--- src/rtl/value_search.sv ---
// value_search: sequential equality search engine.
// A candidate counter sweeps upward from 0 to a captured limit. Each cycle the
// candidate is compared against a captured target. The block reports the first
// match, or reports that no value in range matches.
// Optional feature macro: VALUE_SEARCH_ABORT_EN adds an 'abort' input that ends
// a running search early with found=0.
module value_search #(
    parameter int W = 4
) (
    input  logic         clk,
    input  logic         rst,
    input  logic         start,
`ifdef VALUE_SEARCH_ABORT_EN
    input  logic         abort,
`endif
    input  logic [W-1:0] target,
    input  logic [W-1:0] limit,
    output logic         busy,
    output logic         done,
    output logic         found,
    output logic [W-1:0] result
);

    typedef enum logic {
        S_IDLE   = 1'b0,
        S_SEARCH = 1'b1
    } state_t;

    state_t         r_state;
    logic [W-1:0]   r_cand;
    logic [W-1:0]   r_target;
    logic [W-1:0]   r_limit;
    logic           r_busy;
    logic           r_done;
    logic           r_found;
    logic [W-1:0]   r_result;

    logic           w_hit;
    logic           w_at_limit;
    logic           w_abort;

    // Bitwise equality: every bit pair must agree (XNOR, then AND-reduce).
    function automatic logic eq_w(input logic [W-1:0] a, input logic [W-1:0] b);
        return &(a ~^ b);
    endfunction

    assign w_hit      = eq_w(r_cand, r_target);
    assign w_at_limit = eq_w(r_cand, r_limit);
`ifdef VALUE_SEARCH_ABORT_EN
    assign w_abort    = abort;
`else
    assign w_abort    = 1'b0;
`endif

    // Search controller: captures the request, steps the candidate, and
    // registers the completion outputs. The candidate stops at the limit, so
    // it never wraps even when the limit is the all-ones value.
    always_ff @(posedge clk) begin
        if (rst) begin
            r_state  <= S_IDLE;
            r_cand   <= '0;
            r_target <= '0;
            r_limit  <= '0;
            r_busy   <= 1'b0;
            r_done   <= 1'b0;
            r_found  <= 1'b0;
            r_result <= '0;
        end else begin
            r_done <= 1'b0;
            case (r_state)
                S_IDLE: begin
                    if (start) begin
                        r_target <= target;
                        r_limit  <= limit;
                        r_cand   <= '0;
                        r_found  <= 1'b0;
                        r_result <= '0;
                        r_busy   <= 1'b1;
                        r_state  <= S_SEARCH;
                    end
                end
                S_SEARCH: begin
                    if (w_abort) begin
                        r_found  <= 1'b0;
                        r_result <= '0;
                        r_done   <= 1'b1;
                        r_busy   <= 1'b0;
                        r_state  <= S_IDLE;
                    end else if (w_hit) begin
                        r_found  <= 1'b1;
                        r_result <= r_cand;
                        r_done   <= 1'b1;
                        r_busy   <= 1'b0;
                        r_state  <= S_IDLE;
                    end else if (w_at_limit) begin
                        r_found  <= 1'b0;
                        r_result <= '0;
                        r_done   <= 1'b1;
                        r_busy   <= 1'b0;
                        r_state  <= S_IDLE;
                    end else begin
                        r_cand <= r_cand + 1'b1;
                    end
                end
                default: begin
                    r_state <= S_IDLE;
                    r_busy  <= 1'b0;
                end
            endcase
        end
    end

    assign busy   = r_busy;
    assign done   = r_done;
    assign found  = r_found;
    assign result = r_result;

endmodule

--- config.mk ---
export PLATFORM = sky130hd
export DESIGN_NAME = value_search
export DESIGN_NICKNAME = d
export VERILOG_FILES = /design/src/rtl/value_search.sv
export SDC_FILE = /design/constraint.sdc
export NUM_CORES = 1
export LEC_CHECK = 0
export CAP_MARGIN = 20
export CORE_MARGIN = 2
export CORE_UTILIZATION = 48
export DETAILED_ROUTE_END_ITERATION = 8
export GPL_ROUTABILITY_DRIVEN = 0
export GPL_TIMING_DRIVEN = 0
export PLACE_DENSITY = 0.77
export SLEW_MARGIN = 20
export SYNTH_ARGS = -nofsm -noshare
export SYNTH_HDL_FRONTEND = slang
export SYNTH_SLANG_ARGS = --single-unit
--- constraint.sdc ---
create_clock -name clk -period 1.85 [get_ports clk]
set_input_delay 0.4625 -clock clk [delete_from_list [all_inputs] [get_ports clk]]
set_output_delay 0.4625 -clock clk [all_outputs]
set_load 0.01 [all_outputs]
## Word-level counts from Yosys, hierarchy flattened

Cells that the tools add are included.

| storage, ports and cells | value |
|---|---|
| register bits | 20 |
| bits of input ports | 11 |
| output and inout bits | 7 |
| logic and storage cells | 42 |

| operators by class | value |
|---|---|
| add/sub/neg operators | 1 |
| eq/ne operators | 4 |
| mux-type cells | 20 |
| bitwise gates (word level) | 3 |
| reductions and logical operators | 6 |

Operator list:

| operator | number |
|---|---|
| 4-bit two-way mux | 5 |
| 4-bit one-hot mux with 2 select lines | 2 |
| 1-bit two-way mux | 10 |
| 4-bit AND reduction | 2 |
| 4-bit XNOR | 2 |
| 2-bit inequality test, second input constant | 3 |
| 1-bit one-hot mux with 2 select lines | 3 |
| 4-bit by 1-bit adder with 4-bit output, second input constant | 1 |
| 2-bit AND reduction | 2 |
| 3-bit by 1-bit inequality test with 1-bit output, second input constant | 1 |
| 3-bit AND reduction | 1 |
| 2-bit OR reduction | 1 |
| 1-bit inverter | 1 |

## Depth between registers and ports, before layout

| depth | value |
|---|---|
| depth after elaboration | 5 |
| mapped depth | 5 |
| depth with buffers taken out | 4 |

## Worst setup path after synthesis

OpenSTA, ideal clock, no wires.

| timing | value |
|---|---|
| path kind | reg-to-reg |
| start | register r_cand[0] |
| end | register r_cand[0] |
| library setup time | 0.121 ns |
| arrival | 1.269 ns |
| data required time | 1.729 ns |
| slack | 0.460 ns |
| stages on the path, launching flop included | 5 |
| buffers on the path | 0 |
| period minus slack after synthesis | 1.390 ns |
| path through | dfxtp_1 > xnor2_1 > nand4_4 > nand3_4 > mux2_4 |

| between the ends | value |
|---|---|
| longest elaborated chain between the ends | 4 |
| elaborated cells between the ends (all ways) | 11 |
| those cells by class | add/sub: 1; eq/ne: 2; mux: 3; bitwise: 2; reduce/logical: 3 |

Ends and longest elaborated chain:

| element | line | RTL |
|---|---|---|
| start, declared | 30 | `logic [W-1:0] r_cand;` |
| start signal, assigned | 102 | `r_cand <= r_cand + 1'b1;` |
| 4-bit by 1-bit adder with 4-bit output or 4-bit XNOR (tied branches) | 102, 44 |  |
| 4-bit two-way mux or 4-bit AND reduction (tied branches) | 95, 44 |  |
| 4-bit two-way mux or 2-bit inequality test (tied branches) | -- |  |
| 4-bit one-hot mux with 2 select lines or 3-bit AND reduction (tied branches) | -- |  |

Several ways; a longest one is shown, not always the timed one. The select of a mux whose other input is x is not followed.
A chain may end at the register's enable or synchronous reset.

## Worst setup path in the final report

| timing | value |
|---|---|
| start | input rst |
| end | register r_target[2] |

RTL lines:

| element | line | RTL |
|---|---|---|
| start, declared | 11 | `input logic rst,` |
| end signal, assigned | 73 | `r_target <= target;` |
| end, declared | 31 | `logic [W-1:0] r_target;` |

No word-level cell between the ends.

==> impl_results.html <==
<table>
<tr><th>Metric</th><th>Value</th></tr>
<tr><th colspan="2">Worst setup path</th></tr>
<tr><td>Type of the worst setup path</td><td>input pin to flip-flop</td></tr>
<tr><td>Crit-path cells</td><td>clkdlybuf4s50_1 -&gt; buf_1 -&gt; buf_1 -&gt; a21oi_1</td></tr>
<tr><td>CP Data Arrival Time</td><td>1.90 ns</td></tr>
<tr><td>Most used cell, CP</td><td>sky130_fd_sc_hd__buf_1</td></tr>
<tr><td>Critical-path maximum fanout</td><td>10</td></tr>
<tr><td>Category of the worst setup path launch point</td><td>input pin</td></tr>
<tr><td>Highest cell delay on the worst timing path</td><td>0.54 ns</td></tr>
<tr><td>Family of cells with the greatest summed delay on the critical path</td><td>buffers and inverters</td></tr>
<tr><td>Req. time, crit path</td><td>2.04 ns</td></tr>
<tr><td>Number of buffer and inverter instances along the worst setup path</td><td>3</td></tr>
<tr><td>Crit path capture type</td><td>flip-flop</td></tr>
<tr><td>Critical path's slowest cell</td><td>sky130_fd_sc_hd__clkdlybuf4s50_1</td></tr>
<tr><th colspan="2">Power and ir drop</th></tr>
<tr><td>Net switching power</td><td>243 uW</td></tr>
<tr><td>Final Power</td><td>884 uW</td></tr>
<tr><td>Combinational share of power</td><td>18.2%</td></tr>
<tr><td>Cell internal power dissipation</td><td>641 uW</td></tr>
<tr><td>Pleak</td><td>0.000405 uW</td></tr>
<tr><td>Power Dens Cells</td><td>760 nW/um^2</td></tr>
<tr><td>Power share of the sequential group</td><td>52.5%</td></tr>
<tr><td>Clock power share</td><td>29.4%</td></tr>
<tr><td>Switching share of total power</td><td>27.5%</td></tr>
<tr><td>Peak VDD IR</td><td>619 uV</td></tr>
<tr><th colspan="2">Clock tree</th></tr>
<tr><td>Inserted Clock Buffers</td><td>3</td></tr>
<tr><td>Insertion delay to the later sink of the worst-skew pair</td><td>0.31 ns</td></tr>
<tr><td>Post-cts resize count</td><td>0</td></tr>
<tr><td>Number of buffers between clock root and the deepest sink</td><td>2</td></tr>
<tr><td>Total setup buffers inserted after CTS</td><td>0</td></tr>
<tr><td>H-Tree Level Count</td><td>1</td></tr>
<tr><td>Number of clock sinks seen by CTS</td><td>20</td></tr>
<tr><td>Clk slew on worst S/H paths</td><td>0.11 ns</td></tr>
<tr><td>CTS tree</td><td>yes</td></tr>
<tr><td>Hold-fix buffers, CTS</td><td>0</td></tr>
<tr><td>Clock tree root driver cell</td><td>sky130_fd_sc_hd__clkbuf_4</td></tr>
<tr><th colspan="2">Cells and area</th></tr>
<tr><td>Most used cells in the layout excluding fill and tap cells</td><td>20 x sky130_fd_sc_hd__nand2_1, 20 x sky130_fd_sc_hd__dfxtp_1, 17 x sky130_fd_sc_hd__clkdlybuf4s50_1</td></tr>
<tr><td>Final-stage net count</td><td>137</td></tr>
<tr><td>Number of fill cells</td><td>165</td></tr>
<tr><td>Post-route cell area</td><td>1160 um^2</td></tr>
<tr><td>Number of diodes added for antenna fixing</td><td>0</td></tr>
<tr><td>Post-layout instance count excluding filler cells</td><td>149</td></tr>
<tr><td>Layout-stage area growth over the synthesis result</td><td>25.7%</td></tr>
<tr><td>Layout cell share with drive strength beyond 1</td><td>8.87%</td></tr>
<tr><td>Core Util, Final</td><td>66.0%</td></tr>
<tr><th colspan="2">Drt</th></tr>
<tr><td>Number of nets still failing antenna checks after routing</td><td>0</td></tr>
<tr><td>Number of optimization iterations in the first detailed-route pass</td><td>4</td></tr>
<tr><td>Wirelength per Cell</td><td>13.2 um</td></tr>
<tr><td>Post-route DRC</td><td>0</td></tr>
<tr><td>First DRT Iteration DRCs</td><td>13</td></tr>
<tr><td>Drt total wl</td><td>1.96 mm</td></tr>
<tr><td>Routed via count</td><td>804</td></tr>
<tr><td>Via/cell ratio</td><td>5.40</td></tr>
<tr><th colspan="2">Placement</th></tr>
<tr><td>Number of placed instances, taps included</td><td>145</td></tr>
<tr><td>Estimated wirelength of the detail-placed design</td><td>1.42 mm</td></tr>
<tr><td>Count of buffers inserted at the top-level ports</td><td>17</td></tr>
<tr><td>Placed cell area</td><td>1130 um^2</td></tr>
<tr><th colspan="2">Yosys</th></tr>
<tr><td>Count of unique library cells instantiated by Yosys</td><td>28</td></tr>
<tr><td>Cell taking the most area after synthesis</td><td>sky130_fd_sc_hd__dfxtp_1</td></tr>
<tr><td>Instance count of the mapped netlist</td><td>103</td></tr>
<tr><td>Sequential area share after synthesis</td><td>43.2%</td></tr>
<tr><td>Post-synth top area share</td><td>43.2%</td></tr>
<tr><td>Area of the mapped netlist</td><td>926 um^2</td></tr>
<tr><td>Net count of the mapped netlist</td><td>115</td></tr>
<tr><td>Register bit total from synthesis</td><td>20</td></tr>
<tr><td>Syn_area_per_cell</td><td>8.99 um^2</td></tr>
<tr><td>Ys Warns</td><td>0</td></tr>
<tr><td>Area contributors post-synth</td><td>sky130_fd_sc_hd__dfxtp_1 43%, sky130_fd_sc_hd__a21oi_1 8.6%, sky130_fd_sc_hd__nand2_1 8.1%, sky130_fd_sc_hd__xnor2_1 7.6%, sky130_fd_sc_hd__nand4_1 4.1%</td></tr>
<tr><th colspan="2">Status</th></tr>
<tr><td>Result of the run</td><td>completed</td></tr>
<tr><th colspan="2">Flow run</th></tr>
<tr><td>Max-capacitance violation count</td><td>0</td></tr>
<tr><th colspan="2">Die</th></tr>
<tr><td>Initial cell density of the core</td><td>52.5%</td></tr>
<tr><td>Die height</td><td>47.9 um</td></tr>
<tr><td>Overall die width</td><td>47.9 um</td></tr>
<tr><td># IOs</td><td>18</td></tr>
<tr><td>Die area</td><td>2300 um^2</td></tr>
<tr><td>Area of the core region</td><td>1760 um^2</td></tr>
<tr><td>FP Rows</td><td>15</td></tr>
<tr><th colspan="2">STA</th></tr>
<tr><td>Final Setup Violations</td><td>0</td></tr>
<tr><td>Worst relative slew slack</td><td>69.2%</td></tr>
<tr><td>Number of hold violations in the final report</td><td>0</td></tr>
<tr><td>Portion of the clock cycle consumed by the worst path in the final layout</td><td>92.6%</td></tr>
<tr><td>Min Tclk post-route</td><td>1.71 ns</td></tr>
<tr><td>FMAX</td><td>584 MHz</td></tr>
<tr><td>Least-Margin Pin Slew</td><td>0.462 ns</td></tr>
<tr><td>Pins Over Slew Limit</td><td>0</td></tr>
<tr><td>Post-route worst hold slack</td><td>0.481 ns</td></tr>
<tr><td>Post-route clock skew</td><td>0.00542 ns</td></tr>
<tr><td>Unrepaired setup endpoints after global routing</td><td>no</td></tr>
<tr><th colspan="2">Global routing</th></tr>
<tr><td>Maximum number of pins on one net before global-route repair</td><td>12</td></tr>
<tr><td>Overall routing resource usage</td><td>20.3%</td></tr>
<tr><td>Initial antenna violation count</td><td>0</td></tr>
<tr><td>Overflow after GRT</td><td>0</td></tr>
<tr><td>Wire length of the first global-routing pass</td><td>3.11 mm</td></tr>
<tr><td>Via count of the first global-routing pass</td><td>718</td></tr>
<tr><th colspan="2">Min path</th></tr>
<tr><td>Worst hold path type</td><td>flip-flop to flip-flop</td></tr>
</table>
==> state kept, by name, indices dropped and copies added (netlist names) <==
| register | cells |
|---|---|
| busy | 1 |
| done | 1 |
| found | 1 |
| r_cand | 4 |
| r_limit | 4 |
| r_state | 1 |
| r_target | 4 |
| result | 4 |
==> cells in the mapped netlist, drive strengths merged <==
cell / instances
dfxtp: 20
nor3b: 1
nand2b: 1
xnor2: 8
a32oi: 3
nand2: 20
or3: 1
and4: 1
nor3: 1
a31o: 1
a21oi: 16
nand3: 1
nand3b: 1
clkbuf: 2
ha: 1
buf: 2
a211oi: 1
inv: 1
and3: 1
nand4: 8
nor2b: 2
mux2: 1
mux2i: 2
nor2: 5
a31oi: 1
a2bb2oi: 1
==> routing by layer <==
metal	part of all wire [%]	vias to the layer above	routed length [um]	global-route usage, %
met2	51	21	998	35.2
met3	4.8	5	95	4.53
li1	-	413	-	-
met5	0	-	0	0
met1	42	365	824	23.3
met4	2.1	0	42	9.73
==> stage by stage <==
stage / setup TNS (ns) / setup slack [ns]
2_1_floorplan: 0 / 0.460
3_3_place_gp: -1.36 / -0.143
3_5_place_dp: -1.92 / -0.202
4_1_cts: 0 / 0.121
5_1_grt: 0 / 0.0286
6_report: 0 / 0.137
==> tightest hold or removal path: cells and delay by family (launching register included) <==
family | cells | cell delay [ns]
DFF | 1 | 0.33
and+or+nand+nor | 1 | 0.05
AOI/OAI and AO/OA | 1 | 0.05
==> path summary, 6_finish.rpt <==
check | to | slack (ns) | start | cells after the start
setup reg to reg | r_cand[0] | 0.26 | r_cand[0] | 4
hold reg to reg | r_target[1] | 0.48 | r_target[1] | 2
hold / removal | r_target[1] | 0.48 | r_target[1] | 2
setup / recovery | r_target[2] | 0.14 | rst | 4
==> logic make-up (layout without fill, tap and decap cells) <==
family,after synthesis,in the layout,share of synthesized area [%]
compound gates,23,23,15.4
fa+ha+maj,1,1,1.35
flops,20,20,43.2
buf+inv,5,26,2.03
xor+xnor,8,8,7.57
simple gates,43,43,26.6
mux,3,3,3.78
==> cell type report <==
cell class / instances / area [um^2] / area share [%]
timing repair buffer: 17 / 170 / 14.6
sequential: 20 / 400 / 34.4
clock buffer: 4 / 36.3 / 3.12
multi-input combinational: 78 / 507 / 43.5
buffer: 4 / 15.0 / 1.29
inverter: 1 / 3.75 / 0.323
tap: 25 / 31.3 / 2.69
==> power groups by stage <==
stage / clock [uW] / combinational [uW] / sequential (uW)
2_1_floorplan: 0 / 105 / 473
3_3_place_gp: 0 / 157 / 473
3_5_place_dp: 0 / 159 / 474
4_1_cts: 262 / 160 / 464
5_1_grt: 284 / 178 / 467
6_report: 260 / 161 / 464
No activity file was read; power rests on OpenSTA's default activity.
